$ cat config.mk
export PLATFORM = sky130hd
export DESIGN_NAME = if_fetch_ctrl
export DESIGN_NICKNAME = d
export VERILOG_FILES = /design/src/rtl/if_fetch_ctrl_pkg.sv /design/src/rtl/if_fetch_ctrl_redirect_latch.sv /design/src/rtl/if_fetch_ctrl.sv
export SDC_FILE = /design/constraint.sdc
export NUM_CORES = 1
export LEC_CHECK = 0
export ABC_CLOCK_PERIOD_IN_PS = 8100
export CORE_AREA = 2 2 143 145
export CTS_BUF_LIST = sky130_fd_sc_hd__clkbuf_16
export DETAILED_ROUTE_END_ITERATION = 7
export DIE_AREA = 0 0 145 147
export DONT_BUFFER_PORTS = 1
export PLACE_DENSITY = 0.55
export SLEW_MARGIN = 20
export SYNTH_ARGS = -nofsm -noshare
export SYNTH_HDL_FRONTEND = slang
export SYNTH_SLANG_ARGS = --single-unit
$ cat constraint.sdc
create_clock -name clk -period 8.1 [get_ports clk]
set_input_delay 1.62 -clock clk [delete_from_list [all_inputs] [get_ports clk]]
set_output_delay 1.62 -clock clk [all_outputs]
set_load 0.01 [all_outputs]
$ cat src/rtl/if_fetch_ctrl_pkg.sv
`default_nettype none
// ----------------------------------------------------------------------------
// if_fetch_ctrl_pkg : fetch FSM state and redirect-source encodings
// Rev 1.0
// ----------------------------------------------------------------------------
package if_fetch_ctrl_pkg;

  typedef enum logic [1:0] {
    S_BOOT = 2'd0,
    S_WAIT = 2'd1,
    S_HOLD = 2'd2
  } fetch_state_t;

  // Numeric order doubles as priority: a larger code is more urgent.
  typedef enum logic [1:0] {
    RDR_NONE = 2'd0,
    RDR_BR   = 2'd1,
    RDR_EXC  = 2'd2,
    RDR_DBG  = 2'd3
  } rdr_src_t;

  function automatic logic rdr_is_trap(input rdr_src_t src);
    return (src == RDR_EXC) || (src == RDR_DBG);
  endfunction

endpackage
`default_nettype wire

$ cat src/rtl/if_fetch_ctrl_redirect_latch.sv
`default_nettype none
// ----------------------------------------------------------------------------
// redirect_latch : single-entry pending redirect with debug > exception > branch
// Rev 1.0
// ----------------------------------------------------------------------------
module redirect_latch
  import if_fetch_ctrl_pkg::*;
(
  input  logic        clk,
  input  logic        rst_n,
  input  logic        i_br_req,
  input  logic [31:0] i_br_pc,
  input  logic        i_exc_req,
  input  logic [31:0] i_exc_pc,
  input  logic        i_dbg_req,
  input  logic [31:0] i_dbg_pc,
  input  logic        i_clear,
  output logic [1:0]  o_src,
  output logic [31:0] o_tgt
);

  rdr_src_t    r_src;
  logic [31:0] r_tgt;
  rdr_src_t    w_in_src;
  logic [31:0] w_in_tgt;
  rdr_src_t    w_src;
  logic [31:0] w_tgt;

  always_comb begin
    w_in_src = RDR_NONE;
    w_in_tgt = 32'd0;
    if (i_dbg_req) begin
      w_in_src = RDR_DBG;
      w_in_tgt = i_dbg_pc;
    end else if (i_exc_req) begin
      w_in_src = RDR_EXC;
      w_in_tgt = i_exc_pc;
    end else if (i_br_req) begin
      w_in_src = RDR_BR;
      w_in_tgt = i_br_pc;
    end

    // Equal priority replaces, so the newest target of a given kind wins.
    w_src = r_src;
    w_tgt = r_tgt;
    if ((w_in_src != RDR_NONE) && (w_in_src >= r_src)) begin
      w_src = w_in_src;
      w_tgt = w_in_tgt;
    end
  end

  always_ff @(posedge clk) begin
    if (!rst_n || i_clear) begin
      r_src <= RDR_NONE;
      r_tgt <= 32'd0;
    end else begin
      r_src <= w_src;
      r_tgt <= w_tgt;
    end
  end

  assign o_src = w_src;
  assign o_tgt = w_tgt;

endmodule
`default_nettype wire

$ cat src/rtl/if_fetch_ctrl.sv
`default_nettype none
// ----------------------------------------------------------------------------
// if_fetch_ctrl : instruction fetch sequencing, decode hand-off and PC redirect
// Rev 1.0
// ----------------------------------------------------------------------------
module if_fetch_ctrl
  import if_fetch_ctrl_pkg::*;
(
  input  logic        clk,
  input  logic        rst_n,
  input  logic [31:0] i_pc_cur,
  input  logic        i_stall,
  input  logic        i_br_req,
  input  logic [31:0] i_br_pc,
  input  logic        i_exc_req,
  input  logic [31:0] i_exc_pc,
  input  logic        i_dbg_req,
  input  logic [31:0] i_dbg_pc,
  output logic        o_ibus_req,
  output logic [31:0] o_ibus_addr,
  input  logic        i_ibus_ack,
  input  logic [31:0] i_ibus_rdata,
  output logic        o_pc_enable,
  output logic        o_is_branch,
  output logic        o_is_exception,
  output logic        o_is_debug,
  output logic [31:0] o_branch_address,
  output logic [31:0] o_exception_new_pc,
  output logic [31:0] o_debug_new_pc,
  output logic        o_inst_valid,
  output logic [31:0] o_inst,
  output logic [31:0] o_inst_pc
);

  fetch_state_t r_state;
  fetch_state_t w_state_nxt;
  logic [31:0]  r_hold_inst;
  logic [31:0]  r_hold_pc;
  logic         w_capture;
  logic         w_clear;
  logic         w_pc_en;
  logic [1:0]   w_src_bits;
  rdr_src_t     w_src;
  logic [31:0]  w_tgt;

  redirect_latch u_redirect_latch (
    .clk       (clk),
    .rst_n     (rst_n),
    .i_br_req  (i_br_req),
    .i_br_pc   (i_br_pc),
    .i_exc_req (i_exc_req),
    .i_exc_pc  (i_exc_pc),
    .i_dbg_req (i_dbg_req),
    .i_dbg_pc  (i_dbg_pc),
    .i_clear   (w_clear),
    .o_src     (w_src_bits),
    .o_tgt     (w_tgt)
  );

  assign w_src = rdr_src_t'(w_src_bits);

  always_ff @(posedge clk) begin
    if (!rst_n) begin
      r_state <= S_BOOT;
    end else begin
      r_state <= w_state_nxt;
    end
  end

  always_ff @(posedge clk) begin
    if (!rst_n) begin
      r_hold_inst <= 32'd0;
      r_hold_pc   <= 32'd0;
    end else if (w_capture) begin
      r_hold_inst <= i_ibus_rdata;
      r_hold_pc   <= i_pc_cur;
    end
  end

  always_comb begin
    w_state_nxt        = r_state;
    w_capture          = 1'b0;
    w_clear            = 1'b0;
    w_pc_en            = 1'b0;
    o_ibus_req         = 1'b0;
    o_ibus_addr        = 32'd0;
    o_inst_valid       = 1'b0;
    o_inst             = 32'd0;
    o_inst_pc          = 32'd0;
    o_pc_enable        = 1'b0;
    o_is_branch        = 1'b0;
    o_is_exception     = 1'b0;
    o_is_debug         = 1'b0;
    o_branch_address   = 32'd0;
    o_exception_new_pc = 32'd0;
    o_debug_new_pc     = 32'd0;

    // Everything stays quiet while reset is asserted, even mid-fetch.
    if (rst_n) begin
      case (r_state)
        S_BOOT: begin
          w_state_nxt = S_WAIT;
        end
        S_WAIT: begin
          o_ibus_req  = 1'b1;
          o_ibus_addr = i_pc_cur;
          if (i_ibus_ack) begin
            if (rdr_is_trap(w_src)) begin
              w_pc_en = 1'b1;
              w_clear = 1'b1;
            end else if (!i_stall) begin
              o_inst_valid = 1'b1;
              o_inst       = i_ibus_rdata;
              o_inst_pc    = i_pc_cur;
              w_pc_en      = 1'b1;
              w_clear      = 1'b1;
            end else begin
              // A pending branch rides along into HOLD for the delay slot.
              w_capture   = 1'b1;
              w_state_nxt = S_HOLD;
            end
          end
        end
        S_HOLD: begin
          if (rdr_is_trap(w_src)) begin
            w_pc_en     = 1'b1;
            w_clear     = 1'b1;
            w_state_nxt = S_WAIT;
          end else if (!i_stall) begin
            o_inst_valid = 1'b1;
            o_inst       = r_hold_inst;
            o_inst_pc    = r_hold_pc;
            w_pc_en      = 1'b1;
            w_clear      = 1'b1;
            w_state_nxt  = S_WAIT;
          end
        end
        default: begin
          w_state_nxt = S_BOOT;
        end
      endcase

      o_pc_enable        = w_pc_en;
      o_is_branch        = w_pc_en && (w_src == RDR_BR);
      o_is_exception     = w_pc_en && (w_src == RDR_EXC);
      o_is_debug         = w_pc_en && (w_src == RDR_DBG);
      o_branch_address   = (w_src == RDR_BR)  ? w_tgt : 32'd0;
      o_exception_new_pc = (w_src == RDR_EXC) ? w_tgt : 32'd0;
      o_debug_new_pc     = (w_src == RDR_DBG) ? w_tgt : 32'd0;
    end
  end

endmodule
`default_nettype wire

==> impl_summary.log <==
[metrics] Pre-antenna DRT Iters: 5
[metrics] clock tree from TritonCTS: built
[metrics] Unique masters post-synth: 41
[metrics] element type at the critical path end: primary output
[metrics] max-capacitance violation count: 0
[metrics] net count of the mapped netlist: 1,020
[metrics] unrepaired setup endpoints after global routing: no
[metrics] die boundary width: approximately 150 µm
[metrics] worst slew margin relative to its limit: between 20% and 30%
[metrics] buffer count from post-CTS setup fixing: 0
[metrics] placed cells: 1,024
[metrics] pins over their slew limit: 0
[metrics] pin count of the biggest net entering global routing: roughly 110
[metrics] number of nets in the final layout: roughly 940
[metrics] Total Neg Setup Slack: 0 ps
[metrics] total clock buffers created by CTS: 9
[metrics] launch point of the worst path: i_exc_req
[metrics] number of gates resized after CTS: 0
[metrics] cell area reported after detailed placement: 0.00648 mm²
[metrics] asr flop ratio synth: 0%
[metrics] leading cell type in the layout, fill and taps excluded: a211oi_1
[metrics] maximum clock insertion buffer count: 2
[metrics] min Tclk post-route: around 6000 ps
[metrics] initial antenna violation count: 2
[metrics] post-route non-filler standard cell count: ~1,000
[metrics] Least-Margin Pin Slew: roughly 1000 ps
[metrics] CTS clk-pin slew, worst paths: 70 ps
[metrics] average footprint of a synthesized cell: approximately 7.5 µm²
[metrics] number of DRC markers in iteration 0: approximately 660
[metrics] number of warnings reported in the yosys synthesis log: 0
[metrics] starting density of the core: between 30% and 40%
[metrics] leakage power summed over all cells: approximately 1.9 nW
[metrics] Final ANT Viol Nets: 0
[metrics] final routed DRC violation total: 0
[metrics] mean routed wirelength per cell: between 20 and 25 µm
[metrics] top library cells by usage in the layout, fill and taps aside: a211oi_1, dfxtp_1, o21ai_0, nand2_1, nor2_1
[metrics] FP Rows: 52
[metrics] Overall Global Routing Usage: between 20 and 25%
[metrics] VDD IR-drop max: just over 0.08 mV
[metrics] half-perimeter wire length after placement: 15,500 µm
[metrics] post-synthesis instance total: 849
[metrics] count of buffers from port buffering: 0
[metrics] kind of path behind the tightest hold check: register to register
[metrics] Tcrit/Tclk final: roughly three quarters
[metrics] post-synthesis instance area: roughly 0.0064 mm²
[metrics] placer congestion estimate: ~0.97
[metrics] category of the most critical setup path: primary input to primary output
[metrics] number of primary I/O pins: around 370
[metrics] data arrival at the endpoint of the critical path: roughly 4400 ps
[metrics] critical path fanouts, max: 39
[metrics] number of hold buffers added after cts: 0
[metrics] H-tree Lvls: 3
[metrics] maximum clock rate: about 170 MHz
[metrics] number of failing hold endpoints at the final stage: 0
[metrics] outcome: finished, final reports clean
[metrics] start of the worst register-to-register path: r_state[1]$_SDFFE_PN0P_
[metrics] register bit count reported by yosys: 100
[metrics] power per cell area: 200 mW/mm²
[metrics] final-report setup violation count: 0
[metrics] clock sinks: 100
[metrics] top_reg_cell synth: dfxtp_1
[metrics] fraction of layout cells with a size suffix above 1: under 10%
[metrics] final design instance area without fill: 0.00678 mm²
[metrics] via density per instance: ~6.4
[metrics] first-pass GRT wire length: 35,900 µm
[metrics] Worst Hold Slack: between 400 and 500 ps
[metrics] die outline area: 0.0213 mm²
[metrics] Clock Tree Root: clkbuf_16
[metrics] overall overflow remaining after global route: 0
[metrics] total length of routed wires: ~23,000 µm
[metrics] total via count after detailed routing: approximately 6,600
[metrics] number of synthesized flops with an enable pin: 0
[metrics] area of the core: just under 0.02 mm²
[metrics] Finished Core Util: 34.2%
[metrics] height of the chip: roughly 150 µm
[metrics] beginning of the worst hold path: r_hold_pc[26]$_SDFFE_PN0P_
[metrics] startpoint types: primary input
[metrics] Worst EP required: ~6500 ps
[metrics] Seq/Total Area, Yosys: between 30% and 40%
[metrics] vias in the first global route: just over 6,000
[metrics] worst-skew pair later-pin latency: roughly 350 ps
[metrics] Area Growth Syn to Fin: 6.04%
[metrics] Fin Clk Skew: a little over 7 ps
path summary, 6_finish.rpt:
kind                                                to  slack [ps]  cells past startpoint
setup / recovery                    o_debug_new_pc[20]        2050                      8
hold / removal              r_hold_pc[26]$_SDFFE_PN0P_         460                      2
setup reg to reg  u_redirect_latch.r_tgt[7]$_SDFF_PP0_        4860                      7
hold reg to reg             r_hold_pc[26]$_SDFFE_PN0P_         460                      2
per-stage QoR:
stage | power [mW] | setup WS (ps)
global route | 1.43 | 1930
finish | 1.36 | 2050
global placement | 0.933 | 2100
CTS | 1.37 | 2080
floorplan | 0.857 | 2550
detailed placement | 0.933 | 2090
Yosys cell counts, drive strengths merged (2+ instances only):
cell type,instances,area [µm²]
nand3,60,300
a211oi,128,961
dfxtp,100,2000
mux2i,6,60.1
or2,3,18.8
o2111ai,32,280
a221o,32,320
and2,2,12.5
clkbuf,86,323
inv,5,18.8
buf,23,115
o21ai,94,470
nor3,6,41.3
ha,4,50.1
a21oi,4,20.0
o31ai,2,28.8
nand4,3,18.8
nor2,69,259
a22oi,64,480
nand2,76,285
nor2b,2,12.5
a31oi,3,18.8
and3,33,206
worst max-delay path, stage by stage:
cell and delay (ps):
or2_2 340, ha_1 310, or2_1 250, buf_4 270
and3_1 300, o21ai_4 690, buf_4 470, a211oi_1 170
sequential cells by signal, indices dropped and copies added (netlist names):
signal                  cells
r_hold_pc                  32
r_state                     2
u_redirect_latch.r_tgt     32
r_hold_inst                32
u_redirect_latch.r_src      2
final cells by class:
type,count,area [µm²]
diodes,2,5.00
clock buffers,9,225
clock inverters,7,72.6
fillers,2121,13100
inverters,6,22.5
multi-input cells,634,4010
flip-flops and latches,100,2000
well taps,270,338
repair buffers,14,105
layer usage:
| layer | GRT usage [%] | vias to the layer above | wire length [µm] |
|---|---|---|---|
| li1 | - | 3110 | - |
| met1 | 26.3 | 3104 | 9390 |
| met2 | 33.2 | 347 | 11300 |
| met3 | 5.16 | 69 | 1900 |
| met4 | 10.2 | 0 | 906 |
| met5 | 0 | - | 0 |
report_power, final:
| group | leakage (nW) | switching, mW | internal [mW] | total (mW) |
|---|---|---|---|---|
| Combinational | 0.933 | 0.287 | 0.103 | 0.390 |
| Sequential | 0.814 | 0.0127 | 0.525 | 0.538 |
| Clock | 0.142 | 0.213 | 0.217 | 0.430 |
cells by family after synthesis:
family                   synth area share (%)
adder cells (fa/ha/maj)                 0.783
AND/OR/NAND/NOR                          18.6
flip-flops                               31.3
multiplexers                             1.12
AO/OA/AOI/OAI                            41.0
buffers and inverters                    7.20
Note: power is estimated with default switching activity, not from simulation.
